### config.mk
export PLATFORM = sky130hd
export DESIGN_NAME = mem_cfg_regfile
export DESIGN_NICKNAME = d
export VERILOG_FILES = /design/src/rtl/mem_cfg_regfile.sv
export SDC_FILE = /design/constraint.sdc
export NUM_CORES = 1
export LEC_CHECK = 0
export ABC_AREA = 1
export CAP_MARGIN = 15
export CORE_UTILIZATION = 35
export CTS_BUF_LIST = sky130_fd_sc_hd__clkbuf_4 sky130_fd_sc_hd__clkbuf_8
export DETAILED_ROUTE_END_ITERATION = 8
export DONT_BUFFER_PORTS = 1
export GPL_TIMING_DRIVEN = 0
export PLACE_DENSITY = 0.54
export SYNTH_ARGS = -nofsm -noshare
export SYNTH_HDL_FRONTEND = slang
export SYNTH_SLANG_ARGS = --single-unit
### constraint.sdc
create_clock -name clock -period 24.3 [get_ports clock]
set_input_delay 1.215 -clock clock [delete_from_list [all_inputs] [get_ports clock]]
set_output_delay 1.215 -clock clock [all_outputs]
set_load 0.01 [all_outputs]
### src/rtl/mem_cfg_regfile.sv
// mem_cfg_regfile: memory-mapped configuration register file.
// Narrow writes land in one lane of a wide register and reads return the
// full register. Optional wait states are inserted before the ack. Accesses to
// an unimplemented index, writes to a read-only register and writes to a
// nonexistent lane complete with an error and leave every register untouched.
module mem_cfg_regfile #(
  parameter int WR_W        = 8,
  parameter int RD_W        = 32,
  parameter int ADDR_W      = 8,
  parameter int NUM_REGS    = 16,
  parameter int WAIT_STATES = 0,
  parameter logic [NUM_REGS-1:0] RO_MASK   = {NUM_REGS{1'b0}},
  parameter logic [RD_W-1:0]     RESET_VAL = {RD_W{1'b0}},
  localparam int LANES  = RD_W / WR_W,
  localparam int LANE_W = (LANES > 1) ? $clog2(LANES) : 1
) (
  input  logic              clock,
  input  logic              reset,
  input  logic [WR_W-1:0]   mem_wr_data,
  input  logic [ADDR_W-1:0] mem_addr,
  input  logic [LANE_W-1:0] mem_lane,
  input  logic              mem_sel_en,
  input  logic              mem_wr_rd_s,
  output logic [RD_W-1:0]   mem_rd_data,
  output logic              mem_ack,
  output logic              mem_err,
  output logic              busy
);

  localparam int IDX_W = (NUM_REGS > 1) ? $clog2(NUM_REGS) : 1;
  // Bounds widened by one bit so they stay representable when they equal 2**W.
  localparam logic [ADDR_W:0] NUM_REGS_C = NUM_REGS[ADDR_W:0];
  localparam logic [LANE_W:0] LANES_C    = LANES[LANE_W:0];
  localparam logic [3:0]      WAIT_M1    = WAIT_STATES[3:0] - 4'd1;

  typedef enum logic [1:0] {
    S_IDLE = 2'd0,
    S_WAIT = 2'd1,
    S_ACK  = 2'd2
  } state_t;

  state_t              r_state;
  state_t              w_state_nxt;
  logic [3:0]          r_cnt;
  logic [3:0]          w_cnt_nxt;

  // Request captured at the start of a transaction; held until it completes.
  logic [ADDR_W-1:0]   r_addr;
  logic [LANE_W-1:0]   r_lane;
  logic [WR_W-1:0]     r_wdata;
  logic                r_wr;

  logic [RD_W-1:0]     r_regs [NUM_REGS];
  logic [RD_W-1:0]     r_rd_data;
  logic                r_ack;
  logic                r_err;
  logic                r_busy;

  logic [IDX_W-1:0]    w_idx;
  logic                w_addr_ok;
  logic                w_lane_ok;
  logic                w_ro;
  logic                w_illegal;
  logic                w_start;
  logic [RD_W-1:0]     w_merged;

  assign w_idx     = r_addr[IDX_W-1:0];
  assign w_addr_ok = ({1'b0, r_addr} < NUM_REGS_C);
  assign w_lane_ok = ({1'b0, r_lane} < LANES_C);
  assign w_start   = (r_state == S_IDLE) && mem_sel_en;

  // Classify the captured request; reads of read-only registers are legal.
  always_comb begin
    w_ro      = 1'b0;
    w_illegal = 1'b0;
    if (w_addr_ok) begin
      w_ro = RO_MASK[w_idx];
    end else begin
      w_ro = 1'b0;
    end
    if (r_wr) begin
      w_illegal = !w_addr_ok || w_ro || !w_lane_ok;
    end else begin
      w_illegal = !w_addr_ok;
    end
  end

  // Merge the captured write data into the selected lane of the target register.
  always_comb begin
    w_merged = {RD_W{1'b0}};
    if (w_addr_ok) begin
      w_merged = r_regs[w_idx];
    end else begin
      w_merged = {RD_W{1'b0}};
    end
    for (int k = 0; k < LANES; k++) begin
      if (r_lane == LANE_W'(k)) begin
        w_merged[k*WR_W +: WR_W] = r_wdata;
      end else begin
        w_merged[k*WR_W +: WR_W] = w_merged[k*WR_W +: WR_W];
      end
    end
  end

  // Next-state and wait-counter logic of the transaction FSM.
  always_comb begin
    w_state_nxt = r_state;
    w_cnt_nxt   = r_cnt;
    case (r_state)
      S_IDLE: begin
        if (mem_sel_en) begin
          if (WAIT_STATES > 0) begin
            w_state_nxt = S_WAIT;
            w_cnt_nxt   = WAIT_M1;
          end else begin
            w_state_nxt = S_ACK;
          end
        end else begin
          w_state_nxt = S_IDLE;
        end
      end
      S_WAIT: begin
        if (r_cnt == 4'd0) begin
          w_state_nxt = S_ACK;
        end else begin
          w_cnt_nxt = r_cnt - 4'd1;
        end
      end
      S_ACK: begin
        w_state_nxt = S_IDLE;
      end
      default: begin
        w_state_nxt = S_IDLE;
        w_cnt_nxt   = 4'd0;
      end
    endcase
  end

  // FSM state and wait-counter registers.
  always_ff @(posedge clock or posedge reset) begin
    if (reset) begin
      r_state <= S_IDLE;
      r_cnt   <= 4'd0;
    end else begin
      r_state <= w_state_nxt;
      r_cnt   <= w_cnt_nxt;
    end
  end

  // Capture the request when a transaction starts; inputs are ignored otherwise.
  always_ff @(posedge clock or posedge reset) begin
    if (reset) begin
      r_addr  <= {ADDR_W{1'b0}};
      r_lane  <= {LANE_W{1'b0}};
      r_wdata <= {WR_W{1'b0}};
      r_wr    <= 1'b0;
    end else if (w_start) begin
      r_addr  <= mem_addr;
      r_lane  <= mem_lane;
      r_wdata <= mem_wr_data;
      r_wr    <= mem_wr_rd_s;
    end
  end

  // Register array: a legal write commits on the edge that raises the ack.
  always_ff @(posedge clock or posedge reset) begin
    if (reset) begin
      for (int i = 0; i < NUM_REGS; i++) begin
        r_regs[i] <= RESET_VAL;
      end
    end else if ((r_state == S_ACK) && r_wr && !w_illegal) begin
      r_regs[w_idx] <= w_merged;
    end
  end

  // Registered response: ack/err pulse, read data and busy flag.
  always_ff @(posedge clock or posedge reset) begin
    if (reset) begin
      r_rd_data <= {RD_W{1'b0}};
      r_ack     <= 1'b0;
      r_err     <= 1'b0;
      r_busy    <= 1'b0;
    end else begin
      r_ack  <= (r_state == S_ACK);
      r_err  <= (r_state == S_ACK) && w_illegal;
      // Busy covers the whole request up to and including the ack cycle.
      r_busy <= (w_state_nxt != S_IDLE) || (r_state == S_ACK);
      if ((r_state == S_ACK) && !r_wr) begin
        if (w_addr_ok) begin
          r_rd_data <= r_regs[w_idx];
        end else begin
          r_rd_data <= {RD_W{1'b0}};
        end
      end
    end
  end

  assign mem_rd_data = r_rd_data;
  assign mem_ack     = r_ack;
  assign mem_err     = r_err;
  assign busy        = r_busy;

endmodule

Word level (Yosys, flattened, before mapping). Memory sizes are Yosys's and may differ from the RTL's. Index checks and enable logic that the tools add are counted. W data, S select, Z words.

Add/sub/neg operators: 1. $lt $le $gt $ge: 4. Eq/ne operators: 6. Multiplexer cells: 19. Bitwise gates (word level): 2. Reduce and logical (&&, ||, !) cells: 17.

Operators by type and width (count): $bwmux W512 (1); $bmux W32 S4 (1); $demux W32 S4 (1); $mux W32 (4); $mux W8 (4); $lt A8 B5 Y1 const B (1); $pmux W4 S2 (1); $eq A2 B2 Y1 const B (3); $logic_and A1 B1 Y1 (6); $ge A5 B5 Y1 const B (1); $lt A4 B5 Y1 const B (1); $lt A5 B1 Y1 const B (1); $not A4 Y5 (1); $eq A2 B1 Y1 const B (2); $logic_not A2 Y1 (2); $logic_not A4 Y1 (1); $mux W2 (2); $mux W4 (1); $pmux W2 S2 (1); $sub A4 B1 Y4 const B (1); $logic_not A1 Y1 (3); $mux W1 (3); $logic_or A1 B1 Y1 (2); $ne A2 B2 Y1 const B (1); 4 further kinds (4).

Register bits: 572. Memory bits (read-only): 16. Input bits: 22. Output and inout bits: 35. Logic and storage cells: 76. Memories: 1.

Memories: (name not given) (words 16, width 1, rd ports 1, clocked after Yosys merged registers in 0, write ports 0, line 77) `w_ro = RO_MASK[w_idx];`.

Longest topological paths before layout. Gate-level depths: netlist of run 1.

Depth in word-level cells: 7. Depth in mapped cells: 15. Gate-level depth less buffers: 11.

Worst setup path after synthesis of run 1. Ideal clock, no wire load.

Path type: in2reg. From: input mem_sel_en. To: register r_state[1]. Setup time: 143 ps. Data arrival time: 2104 ps. Setup slack: 22053 ps. Cell stages on the path: 4. Path through: nand3_1 -> clkbuf_1 -> clkbuf_1 -> o21ai_0.

Cells in the longest elaborated chain, start to end: 2.

RTL lines: start, declared (line 22) `input logic mem_sel_en,`; $mux W2 (line 111) `if (mem_sel_en) begin`; $pmux W2 S2 (line 109) `case (r_state)`; via w_state_nxt[1] (line 43) `state_t w_state_nxt;`; end signal, assigned (line 145) `r_state <= w_state_nxt;`; end, declared (line 42) `state_t r_state;`.

The timed path passes the listed nets, and every way through them passes these cells. A chain may end at the register's enable or synchronous reset.

Worst setup path after layout of run 1.
From: register r_addr[2]. To: register r_regs[373] in the netlist's numbering.

Cells in the longest elaborated chain, start to end: 7. Elaborated cells on any way between the ends: 21. Those cells by class: 3 x order compare; 11 x mux; 1 x bitwise; 5 x reduce/logical; 1 x memory.

RTL lines: start, declared (line 48) `logic [ADDR_W-1:0] r_addr;`; start signal, assigned (line 153) `r_addr <= {ADDR_W{1'b0}};`; start signal, assigned (line 158) `r_addr <= mem_addr;`; $mem_v2 Z16 W1 / $not A4 Y5 (equally long branches); $mux W1 (not written as such) / $bmux W32 S4 (equally long branches) (line 77, 92); $mux W1 / $mux W32 (equally long branches) (line 76, 92); $logic_or A1 B1 Y1 / $mux W32 (equally long branches) (line 82, 92); $mux W1 / $mux W32 (equally long branches) (line 81, 91); $logic_not A1 Y1 / $mux W8 (equally long branches) (line 171, 97); $logic_and A1 B1 Y1 / $bwmux W512 (equally long branches) (line 171, 172); end signal, assigned by index (line 172) `r_regs[w_idx] <= w_merged;`; end, declared (line 53) `logic [RD_W-1:0] r_regs [NUM_REGS];`.

Parallel ways exist; a longest one is shown, timed or not. The select of a mux whose other input is x is not followed.

==> summary by stage, run 1 <==
Status
The run finished with clean final reports.

Drt
After detailed routing, the total wire length is 107,000 microns. The number of DRC markers after the initial detailed-route iteration is 2,912. The number of routed nets with antenna violations is 0. After detailed routing, the average wire length per cell comes to 20.3 microns. The via count of the routed design is 27,100. The first TritonRoute pass finished after 5 iterations. The number of vias per cell is 5.14.

The DRC violation count after routing is 0.

Worst hold path
The class of the most critical hold timing path is input pin to asynchronous set/reset pin.

Logic synthesis
After synthesis the netlist holds a flip-flop and latch count of 572. Counting every net in the synthesized netlist gives 4,045. The number of cells produced by synthesis is 4,022. Yosys mapped the design onto 24 distinct sky130hd cell types. The Yosys step of the flow raised 0 warnings. In the synthesized netlist the dominant register cell turns out to be sky130_fd_sc_hd__dfrtp_1. The count of flip-flops with a built-in enable after synthesis is 0. Of the synthesized area, sequential elements account for 50.4%. The mean instance size in the synthesized netlist is 7.06 sq um.

The synthesized netlist occupies a cell area of 0.0284 sq mm. Of all flip-flops after synthesis, the portion carrying an async set or reset was 100%.

Place
The number of placed instances, taps included, is 5,087. The quantity of I/O buffers inserted on ports is 0. The HPWL after detailed placement is 76,700 microns. The routability congestion estimate is 0.906.

Global route
The first global-routing pass estimated 162,000 microns of wire. Entering global routing, the biggest net connects 118 pins. The total overflow left after global routing is 0. The number of antenna violations at the first check in global routing is 4. The via count of the first global-routing pass is 26,000. For this run, the total global-route usage over all layers was measured as 26.1%.

Clock tree
The number of buffers inserted by post-CTS setup repair is 0. The CTS tree is built. The number of buffers between clock root and the deepest sink is 3. In this run, CTS created clock tree buffers numbering 99. The number of gates resized after CTS was 0. After clock tree synthesis, the clock-pin slew on the worst setup and hold paths is 0.06 ns. The cell sitting at the root of the clock tree is a sky130_fd_sc_hd__clkbuf_8.

The hold-fix buffer count after cts is 0. The CTS sink count is 572. The depth of the CTS H-tree is 3. The clock latency of the later-clocked register in the worst-skew pair is 0.75 ns.

Final layout
For this run, the post-layout net count is 4,151. Leaving out fill and tap cells, the most frequent cell in the layout is sky130_fd_sc_hd__nand2_1. The library cells used most frequently in the layout, excluding fill and tap cells, are sky130_fd_sc_hd__nand2_1 (2,477), sky130_fd_sc_hd__dfrtp_1 (572), sky130_fd_sc_hd__nand3_1 (527). Excluding fillers, the count of instances in the completed layout stands at 5,270. Once layout is complete, the utilization of the core stands at 39.9%.

The share of layout cells above drive strength 1 is 8.27%. Relative to the synthesized area, the layout overhead comes to 12.9%.

Power and ir drop
After layout, the design draws a total of 2320 uW. In this run the static leakage power is 0.0184 uW. The power per unit of standard cell area is 72.4 mW/mm^2. The highest ir drop seen on vdd is 0.0377 mV.

Setup path
STA classifies the critical path endpoint as a flop. Data on the critical path arrives at its endpoint at 3.91 ns. The biggest fanout along the worst timing path is 10. The type of element launching the critical path is a flop. The worst setup path category is flop to flop. The data required time of the critical path is 24.96 ns.

Floorplan
The area of the core is 0.0804 sq mm. The number of rows in the core area is 104. For this design the top-level I/O count stands at 57. The die area is 0.0823 sq mm. The die span in y is 287 microns. The width of the die is 287 microns. The initial core utilization is 35.3%.

STA
Setup violations remaining at the end of the flow were counted as 0. Setup repair after global routing left no endpoint under its margin. For the pin with the worst max-slew slack, the measured transition is 1.07 ns. The count of final max-slew check failures is 0. On the final layout, the worst clock skew is 0.0309 ns. Of the available clock period, the critical path in the final layout requires 13.4%.

Timing would allow up to 308 MHz. The number of hold violations in the final report is 0. The tightest slew margin relative to the limit is 28.6%. The final critical delay including setup and external delays is 3.25 ns.

Flow run
The number of max-capacitance violations reported is 0.
[power breakdown]
group	switching [uW]	total, uW	leakage (uW)	internal [uW]
logic	263	329	0.00940	65.9
registers	19.4	1010	0.00788	989
clock network	432	986	0.00117	554
total	715	2320	0.0184	1610
[sequential cells by signal, indices dropped and copies added, names as in the netlist, 2 cells and up]
signal and flops:
mem_rd_data 32, r_addr 8, r_cnt 4, r_lane 2, r_regs 512, r_state 2, r_wdata 8
[layer usage]
metal  share of wire [%]  up-vias  wire length [microns]  track usage, %
met5               0.048        -                     51               0
met4                 3.2        8                   3400            8.63
met3                 6.8      202                   7260            3.67
met2                  45      982                  48500            40.8
met1                  45    13200                  47700            37.1
li1                    -    12700                      -               -
[synthesized netlist by cell type (2+ instances only)]
| library cell | n | share of area (%) |
|---|---|---|
| sky130_fd_sc_hd__o21ai_0 | 34 | 0.60 |
| sky130_fd_sc_hd__buf_1 | 7 | 0.093 |
| sky130_fd_sc_hd__o22ai_1 | 3 | 0.066 |
| sky130_fd_sc_hd__nor2_2 | 6 | 0.13 |
| sky130_fd_sc_hd__nor2_1 | 33 | 0.44 |
| sky130_fd_sc_hd__inv_2 | 5 | 0.066 |
| sky130_fd_sc_hd__clkinv_1 | 2 | 0.026 |
| sky130_fd_sc_hd__nand2_1 | 2477 | 33 |
| sky130_fd_sc_hd__inv_1 | 32 | 0.42 |
| sky130_fd_sc_hd__mux2_2 | 6 | 0.24 |
| sky130_fd_sc_hd__clkbuf_1 | 125 | 1.7 |
| sky130_fd_sc_hd__nand3_1 | 527 | 9.3 |
| sky130_fd_sc_hd__dfrtp_1 | 572 | 50 |
| sky130_fd_sc_hd__buf_4 | 35 | 0.93 |
| sky130_fd_sc_hd__buf_2 | 105 | 1.9 |
| sky130_fd_sc_hd__o21ai_1 | 32 | 0.56 |
| sky130_fd_sc_hd__a21oi_1 | 14 | 0.25 |
[per-stage QoR]
stage          TNS [ns]  instance area (sq um)  worst slack, ns  hold slack (ns)
2_1_floorplan         0                  28400             7.08            0.449
3_3_place_gp    -311.34                  29700           -0.615            0.462
3_5_place_dp          0                  29900            21.17            0.465
4_1_cts               0                  32100            21.14            0.419
5_1_grt               0                  32100            20.95            0.473
6_report              0                  32100            21.05            0.427
[cell families (layout without fill, tap and decap cells)]
logic type	after synthesis	in the layout	share of synthesized area [%]
buffers and inverters	311	498	5.04
and+or+nand+nor	3047	3047	42.7
adders and majority gates	1	1	0.0440
AOI/OAI and AO/OA	83	83	1.48
DFF	572	572	50.4
xor gates and xnor gates	2	2	0.0617
other	0	1	0
muxes	6	6	0.238
[area by class of cell]
type	instances	area, sq um
Antenna cell	1	2.50
Buffer	272	1280
Clock buffer	160	1960
Clock inverter	22	228
Fill cell	8599	48400
Inverter	39	154
Multi-Input combinational cell	3139	12700
Sequential cell	572	14300
Tap cell	1060	1330
Timing Repair Buffer	5	138
[worst paths after layout]
path / startpoint / depth (start not counted) / endpoint / slack, ns
min reg2reg: r_regs[311] / 2 / r_regs[311] / 0.48
max reg2reg: r_addr[2] / 9 / r_regs[373] / 21.05
min in group clock: r_regs[311] / 2 / r_regs[311] / 0.48
min: reset / 1 / r_regs[323] / 0.43
max: r_addr[2] / 9 / r_regs[373] / 21.05
max in group asynchronous: reset / 3 / r_regs[119] / 22.45
[worst max-delay path: stages (launching register included)]
cell and delay, ns:
sky130_fd_sc_hd__dfrtp_1 0.50, sky130_fd_sc_hd__nor2_1 0.77, sky130_fd_sc_hd__clkbuf_1 0.56, sky130_fd_sc_hd__nand2_1 0.17
sky130_fd_sc_hd__nand2_1 0.15, sky130_fd_sc_hd__o21ai_1 0.13, sky130_fd_sc_hd__nand2_1 0.33, sky130_fd_sc_hd__buf_2 0.34
sky130_fd_sc_hd__nand3_1 0.11, sky130_fd_sc_hd__nand2_1 0.10
No activity file was read; power rests on OpenSTA's default activity.
==> inputs of run 2 (changes only) <==
==> constraint.sdc (replaced) <==
create_clock -name clock -period 3.3 [get_ports clock]
set_input_delay 0.165 -clock clock [delete_from_list [all_inputs] [get_ports clock]]
set_output_delay 0.165 -clock clock [all_outputs]
set_load 0.01 [all_outputs]
==> summary by stage, run 2 (same netlist as run 1, synthesis figures left out) <==
Setup path
The biggest fanout along the worst timing path is 10. The type of element launching the critical path is a flop. The startpoint identified for the worst register-to-register timing path is r_addr[0]. The worst setup path category is flop to flop. The endpoint identified for the worst register-to-register timing path is r_regs[100].

At the worst endpoint, the arrival time is 3.89 ns. Data on the critical path is required at its endpoint by 3.88 ns. The setup check on the worst reg-to-reg path leaves a slack of -0.007 ns. The type of element capturing the critical path is a flop. The worst register-to-register path has a depth of 10.

Status
The run finished, with violations left. The checks that failed: negative setup slack.

STA
The maximum frequency from static timing analysis is 302 MHz. Across all setup checks in the final design, the least slack found is -0.00672 ns. The count of final max-slew check failures came to 0. The smallest clock period supported by the final layout is computed as 3.31 ns. Setup violations remaining at the end of the flow were counted as 2.

At the pin with the least slew margin, the transition time is 1.08 ns. The worst clock skew is 0.0353 ns. In this run the tightest slew margin relative to its limit is 28.1%. The post-route fraction of the period consumed by the critical path is 100%. The final hold slack is 0.101 ns. The number of hold violations in the final report is 0.

Floorplan
The width of the die is 287 microns. The initial core utilization is 35.3%. The number of top-level pins is 57. The die area is 0.0823 sq mm. After floorplanning, the core was divided into 104 placement rows. The die span in y is 287 microns.

The area of the core is 0.0804 sq mm.

Clock tree
In this run the clock root is driven by a sky130_fd_sc_hd__clkbuf_8. TritonCTS built the clock tree. The number of buffers inserted by post-CTS setup repair is 0.

The clock transition at the registers of the reported paths is 0.06 ns. In this run, CTS created clock tree buffers numbering 99. The later pin in the worst-skew pair is clocked with a latency of 0.72 ns.

The clock passes through at most 3 buffers. The CTS sink count is 572. The depth of the CTS H-tree is 3.

Final layout
Of the cells placed in the final design, the portion with a size suffix greater than 1 is 8.27%. More flip-flops sit in one register than any other, and that register is r_regs. Relative to the synthesized area, the layout overhead comes to 14.0%. The library cells used most frequently in the layout, excluding fill and tap cells, are sky130_fd_sc_hd__nand2_1 (2,477), sky130_fd_sc_hd__dfrtp_1 (572), sky130_fd_sc_hd__nand3_1 (527). The commonest non-fill, non-tap cell in the layout is sky130_fd_sc_hd__nand2_1.

The number of nets at the end of the flow is 4,186. The count of filler cells inserted in the layout is 8,679. The flip-flop count of the largest register, all copies and words added is 512. Summing all non-filler instances in the final layout gives an area of 0.0324 sq mm.

Drt
The number of vias per cell is 5.13. The met3 wire length is 7740 microns. Routed signal wires occupy layers up through met5. Once detail routing completed, the nets flagged for antenna violations numbered 0. The DRC violation count after routing is 0.

The routed metal-1 wirelength is 47,600 microns. Dividing the detail-routed wire length by the instance count gives 20.2 microns. Summed over all layers, the routed wires come to 107,000 microns. For this run, the detailed router's first-pass iteration total came to 6. After the first detailed-routing iteration, the DRC count stood at 2,756. The routed length on met2 is 48,800 microns. The via count of the routed design is 27,200.

Worst hold path
The min-delay analysis places its worst path in the category input pin to asynchronous set/reset pin.

Place
The post-placement cell area is 0.0300 sq mm. Buffers placed on the I/O ports in this run total 0. At the end of routability-driven placement, the weighted congestion stood at 0.889. The half-perimeter wire length after detailed placement is 77,700 microns.

Global route
After global routing the overflow that remains totals 0. The via count of the first global-routing pass came to 26,200. Global routing used 26.0% of the available tracks.

The wire length of the first global-routing pass is 161,000 microns. Entering global routing, the biggest net connects 42 pins. The number of antenna violations at the first check in global routing came to 6.

Flow run
The number of max-capacitance violations reported is 0.

Power and ir drop
The worst-case IR drop observed on VDD is 0.260 mV. The post-layout total power is 16,900 uW. For this design the ratio of total power to cell area is 521 mW/mm^2.

The leakage power summed over all cells is 0.0186 uW.
-- run 2: how the worst max path moves through the flow --
stage | cells after the start | endpoint | start
4_1_cts | 10 | r_regs[100] | r_addr[0]
6_report | 10 | r_regs[100] | r_addr[0]
5_1_grt | 9 | r_regs[384] | r_addr[6]
3_5_place_dp | 10 | r_regs[96] | r_addr[0]
2_1_floorplan | 1 | busy | reset
3_3_place_gp | 1 | r_regs[86] | reset
-- run 2: critical path, cell delays in order (launching register included) --
cell,delay (ns)
sky130_fd_sc_hd__dfrtp_1,0.35
sky130_fd_sc_hd__buf_4,0.20
sky130_fd_sc_hd__buf_2,0.25
sky130_fd_sc_hd__buf_4,0.23
sky130_fd_sc_hd__nor2_1,0.31
sky130_fd_sc_hd__nand2_1,0.25
sky130_fd_sc_hd__nor2_1,0.68
sky130_fd_sc_hd__inv_1,0.37
sky130_fd_sc_hd__buf_2,0.35
sky130_fd_sc_hd__nand2_1,0.11
sky130_fd_sc_hd__nand2_1,0.05
-- run 2: stage by stage --
step	setup WS (ns)	std cells	setup TNS, ns	utilization, %
after floorplan	-4.66	4022	-2663.56	-
after global placement	-8.63	5082	-4876.41	37.0
after detailed placement	0.154	5097	0	37.3
after CTS	0.127	5294	0	40.2
after global routing	-0.00107	5296	-0.00107	40.3
final	-0.00672	5296	-0.00754	40.3
-- run 2: layout make-up --
type                       count  area, sq um  share of cell area (%)
clock inverter                12          100                   0.309
tap                         1060         1330                    4.10
inverter                      39          154                   0.475
sequential                   572        14300                    44.2
clock buffer                 160         1980                    6.13
buffer                       272         1280                    3.97
multi-input combinational   3139        12700                    39.1
antenna                        2         5.00                  0.0155
timing repair buffer          40          551                    1.70
-- run 2: what timing repair did --
| item | 4_1_cts | 5_1_grt |
|---|---|---|
| gates resized for setup | 0 | 2 |
| setup endpoints to repair | 0 | 14 |
| hold buffers | 25 | 0 |
| hold endpoints to repair | 191 | 0 |
-- run 2: metal layers --
metal  vias to the layer above  global-route usage [%]
met5                         -                       0
met4                         4                    8.09
met3                       163                    4.13
met2                      1011                    41.2
met1                     13200                    36.2
li1                      12800                       -
-- run 2: power by group --
part | switching, uW | leakage [uW] | internal, uW | total [uW]
logic | 1950 | 0.00957 | 532 | 2490
clock network | 3110 | 0.00111 | 3850 | 6970
registers | 143 | 0.00788 | 7280 | 7420
==> inputs of run 3 (changes only) <==
--- a/config.mk
+++ b/config.mk
@@ -7,12 +7,14 @@
 export LEC_CHECK = 0
 export ABC_AREA = 1
 export CAP_MARGIN = 15
+export CELL_PAD_IN_SITES_DETAIL_PLACEMENT = 2
+export CELL_PAD_IN_SITES_GLOBAL_PLACEMENT = 2
 export CORE_UTILIZATION = 35
 export CTS_BUF_LIST = sky130_fd_sc_hd__clkbuf_4 sky130_fd_sc_hd__clkbuf_8
 export DETAILED_ROUTE_END_ITERATION = 8
 export DONT_BUFFER_PORTS = 1
 export GPL_TIMING_DRIVEN = 0
-export PLACE_DENSITY = 0.54
+export PLACE_DENSITY = 0.81
 export SYNTH_ARGS = -nofsm -noshare
 export SYNTH_HDL_FRONTEND = slang
 export SYNTH_SLANG_ARGS = --single-unit
==> summary by stage, run 3 (same netlist as run 1, synthesis figures left out) <==
Floorplan
The floorplan has 104 rows. The initial core utilization is 35.3%. The die span in y is 287 microns. The width of the die is 287 microns. The die covers 0.0823 sq mm. The region available for standard cell placement spans 0.0804 sq mm.

57 I/O pins were placed.

Setup path
The type of element capturing the critical path is a flop. The launch instance of the worst register-to-register path is r_addr[0]. The worst setup path category is flop to flop. The launch point of the worst path is r_addr[0]. The signal on the critical path passes through buf_4 > buf_2 > buf_4 > nand2_1 > inv_1 > nand2_1 > nor2_2 > inv_1 > clkbuf_1 > nand2_1 > nand2_1. By instance count, the cell type seen most on the critical path is sky130_fd_sc_hd__nand2_1. The type of element launching the critical path is a flop. Of all nets on the critical path, the largest fanout is 10.

The data required time of the critical path is 3.90 ns. The arrival time at the worst endpoint is 3.96 ns. The largest single stage delay on the critical path is 0.49 ns.

The cell type of the slowest stage on the worst timing path is sky130_fd_sc_hd__nor2_2.

STA
Hold timing on the final database bottoms out at a slack of 0.109 ns. The number of hold violations in the final report was 0. The post-route fraction of the period consumed by the critical path is 102%. For the finished layout, the period the worst path requires is 3.35 ns. The slew of the pin with the lowest slew margin is 1.09 ns. The count of final max-slew check failures is 0. The clock arrives with 0.0495 ns of skew.

Static timing analysis puts the maximum clock frequency at 298 MHz. The number of setup violations in the final report is 11. Setup repair after global routing could not meet its margin everywhere. Measured against its own limit, the worst slew margin works out to 26.9%.

After layout, the worst setup slack is -0.0545 ns.

Power and ir drop
Of the total power, registers draw 42.9%. The switching part of the total is 32.1%. The relative contribution of combinational cells to total power is 15.3%. The clock network accounts for 41.7% of the total power. VDD sags by at most 0.281 mV. Summing internal, switching and leakage power gives 17,300 uW. The leakage power summed over all cells is 0.0186 uW. The switching power of the nets is 5560 uW.

Power spread over the standard cell area amounts to 534 mW/mm^2. The internal cell power is 11,800 uW.

Status
The flow ran to the end, but the final reports show violations. The final reports fail on negative setup slack.

Final layout
At the end of the flow, the number of nets in the layout was 4,195. The synthesis-to-finish area growth is 14.4%. The flip-flop count of the largest register, all copies and words added is 512. The share of layout cells above drive strength 1 is 8.55%. In the layout the commonest cells are sky130_fd_sc_hd__nand2_1 (2,477), sky130_fd_sc_hd__dfrtp_1 (572), sky130_fd_sc_hd__nand3_1 (527). The library cell used most frequently in the layout, excluding fill and tap cells, is sky130_fd_sc_hd__nand2_1. The summed area of non-filler cells in the final layout is 0.0325 sq mm. More flip-flops sit in one register than any other, and that register is r_regs.

Place
The post-placement cell area is 0.0301 sq mm. The half-perimeter wire length after detailed placement is 92,100 microns. The congestion estimate from routability-driven global placement came to 0.828. The quantity of I/O buffers inserted on ports is 0.

Clock tree
The clock latency of the later-clocked register in the worst-skew pair is 0.76 ns. The longest clock path from root to sink contains 3 buffers. Clock tree synthesis inserted a total of 103 buffers. The clock transition at the registers of the reported paths is 0.07 ns. The root cell of the clock tree is sky130_fd_sc_hd__clkbuf_8. TritonCTS built the clock tree. The clock tree synthesis step divided the H-tree into 3 levels. The CTS sink count is 572.

Flow run
The number of max-capacitance violations reported is 0.

Drt
The detailed router finished its first iteration with 1,836 violations. The via count of the routed design is 29,100. The number of vias per cell is 5.48.

The first TritonRoute pass finished after 5 iterations. The number of routed nets with antenna violations is 0. For this run, design rule violations remaining after detail routing come to 0.

Wires add up to 131,000 microns. After detailed routing, the average wire length per cell comes to 24.7 microns.

Global route
The total overflow left after global routing is 0. The global routing's busiest layer is met2. For this run, global-route usage on met2 was measured as 53.3%. The pin count of the biggest net entering global routing is 42. Global routing used 4.81% of the available met3 tracks.

The number of antenna violations at the first check in global routing is 5. In the global route stage, overall resource usage came out at 31.9%. For met1 alone, demand over resource in global routing was 40.6%. The first global-routing pass estimated 197,000 microns of wire. The via count of the first global-routing pass came to 32,100.

Worst hold path
In this run the most critical hold path is launched from mem_lane[1]. In this run the worst hold path is classified as input pin to flop.
## run 3: cell types whose count changed in the layout (fill, tap and decap cells not counted), moves of 2 or more
cell	change
sky130_fd_sc_hd__inv_6	-2
sky130_fd_sc_hd__clkbuf_1	-2
sky130_fd_sc_hd__buf_4	+2
sky130_fd_sc_hd__clkbuf_4	+10
sky130_fd_sc_hd__dlygate4sd3_1	+2
sky130_fd_sc_hd__clkbuf_2	+2
sky130_fd_sc_hd__clkinv_2	-2
## run 3: worst paths after layout
kind                          endpoint  slack [ns]  cells after the start
max                        r_regs[136]       -0.05                     11
min                          r_lane[1]        0.11                      2
max reg2reg                r_regs[136]       -0.05                     11
min reg2reg                 r_regs[24]        0.48                      2
max in group asynchronous     r_cnt[0]        1.34                      8
min in group asynchronous  r_regs[324]        0.57                      4
## run 3: layout make-up
class                   count  area, sq um
well taps                1060         1330
multi-input cells        3139        12700
diodes                      2         5.00
fillers                  9649        47900
clock inverters             8         72.6
plain buffers             272         1290
inverters                  39          158
repair buffers             45          606
flip-flops and latches    572        14300
clock buffers             170         2060
## run 3: worst max-delay path, delay by kind of cell, from the launching register on
| kind | cells | cell delay [ns] |
|---|---|---|
| simple gates | 5 | 1.00 |
| buf+inv | 6 | 1.83 |
| flops | 1 | 0.34 |
## run 3: power groups by stage
stage	clock network, uW	registers (uW)	logic [uW]
floorplan	0	7520	1430
global placement	0	7550	2440
detailed placement	0	7550	2550
CTS	7260	7430	2620
global route	7610	7460	2840
finish	7240	7450	2660
## run 3: layer usage
| metal | routed length [microns] | vias to the layer above |
|---|---|---|
| met5 | 16 | - |
| met4 | 6330 | 4 |
| met3 | 5980 | 315 |
| met2 | 62300 | 794 |
| met1 | 56500 | 15100 |
| li1 | - | 12800 |
## run 3: metrics by stage
step | util (%) | worst slack [ns] | TNS, ns | std cells
global route | 40.4 | -0.0391 | -0.170 | 5307
floorplan | - | -4.66 | -2663.56 | 4022
finish | 40.4 | -0.0545 | -0.380 | 5307
global placement | 37.0 | -8.80 | -4960.35 | 5082
detailed placement | 37.4 | -0.0490 | -0.433 | 5098
CTS | 40.4 | 0.0255 | 0 | 5303
## run 3: timing repair
item,in CTS,in global routing
setup buffers,0,2
setup endpoints to repair,29,110
endpoints found under the hold margin,231,0
gates resized for setup,1,9
hold buffers,27,0
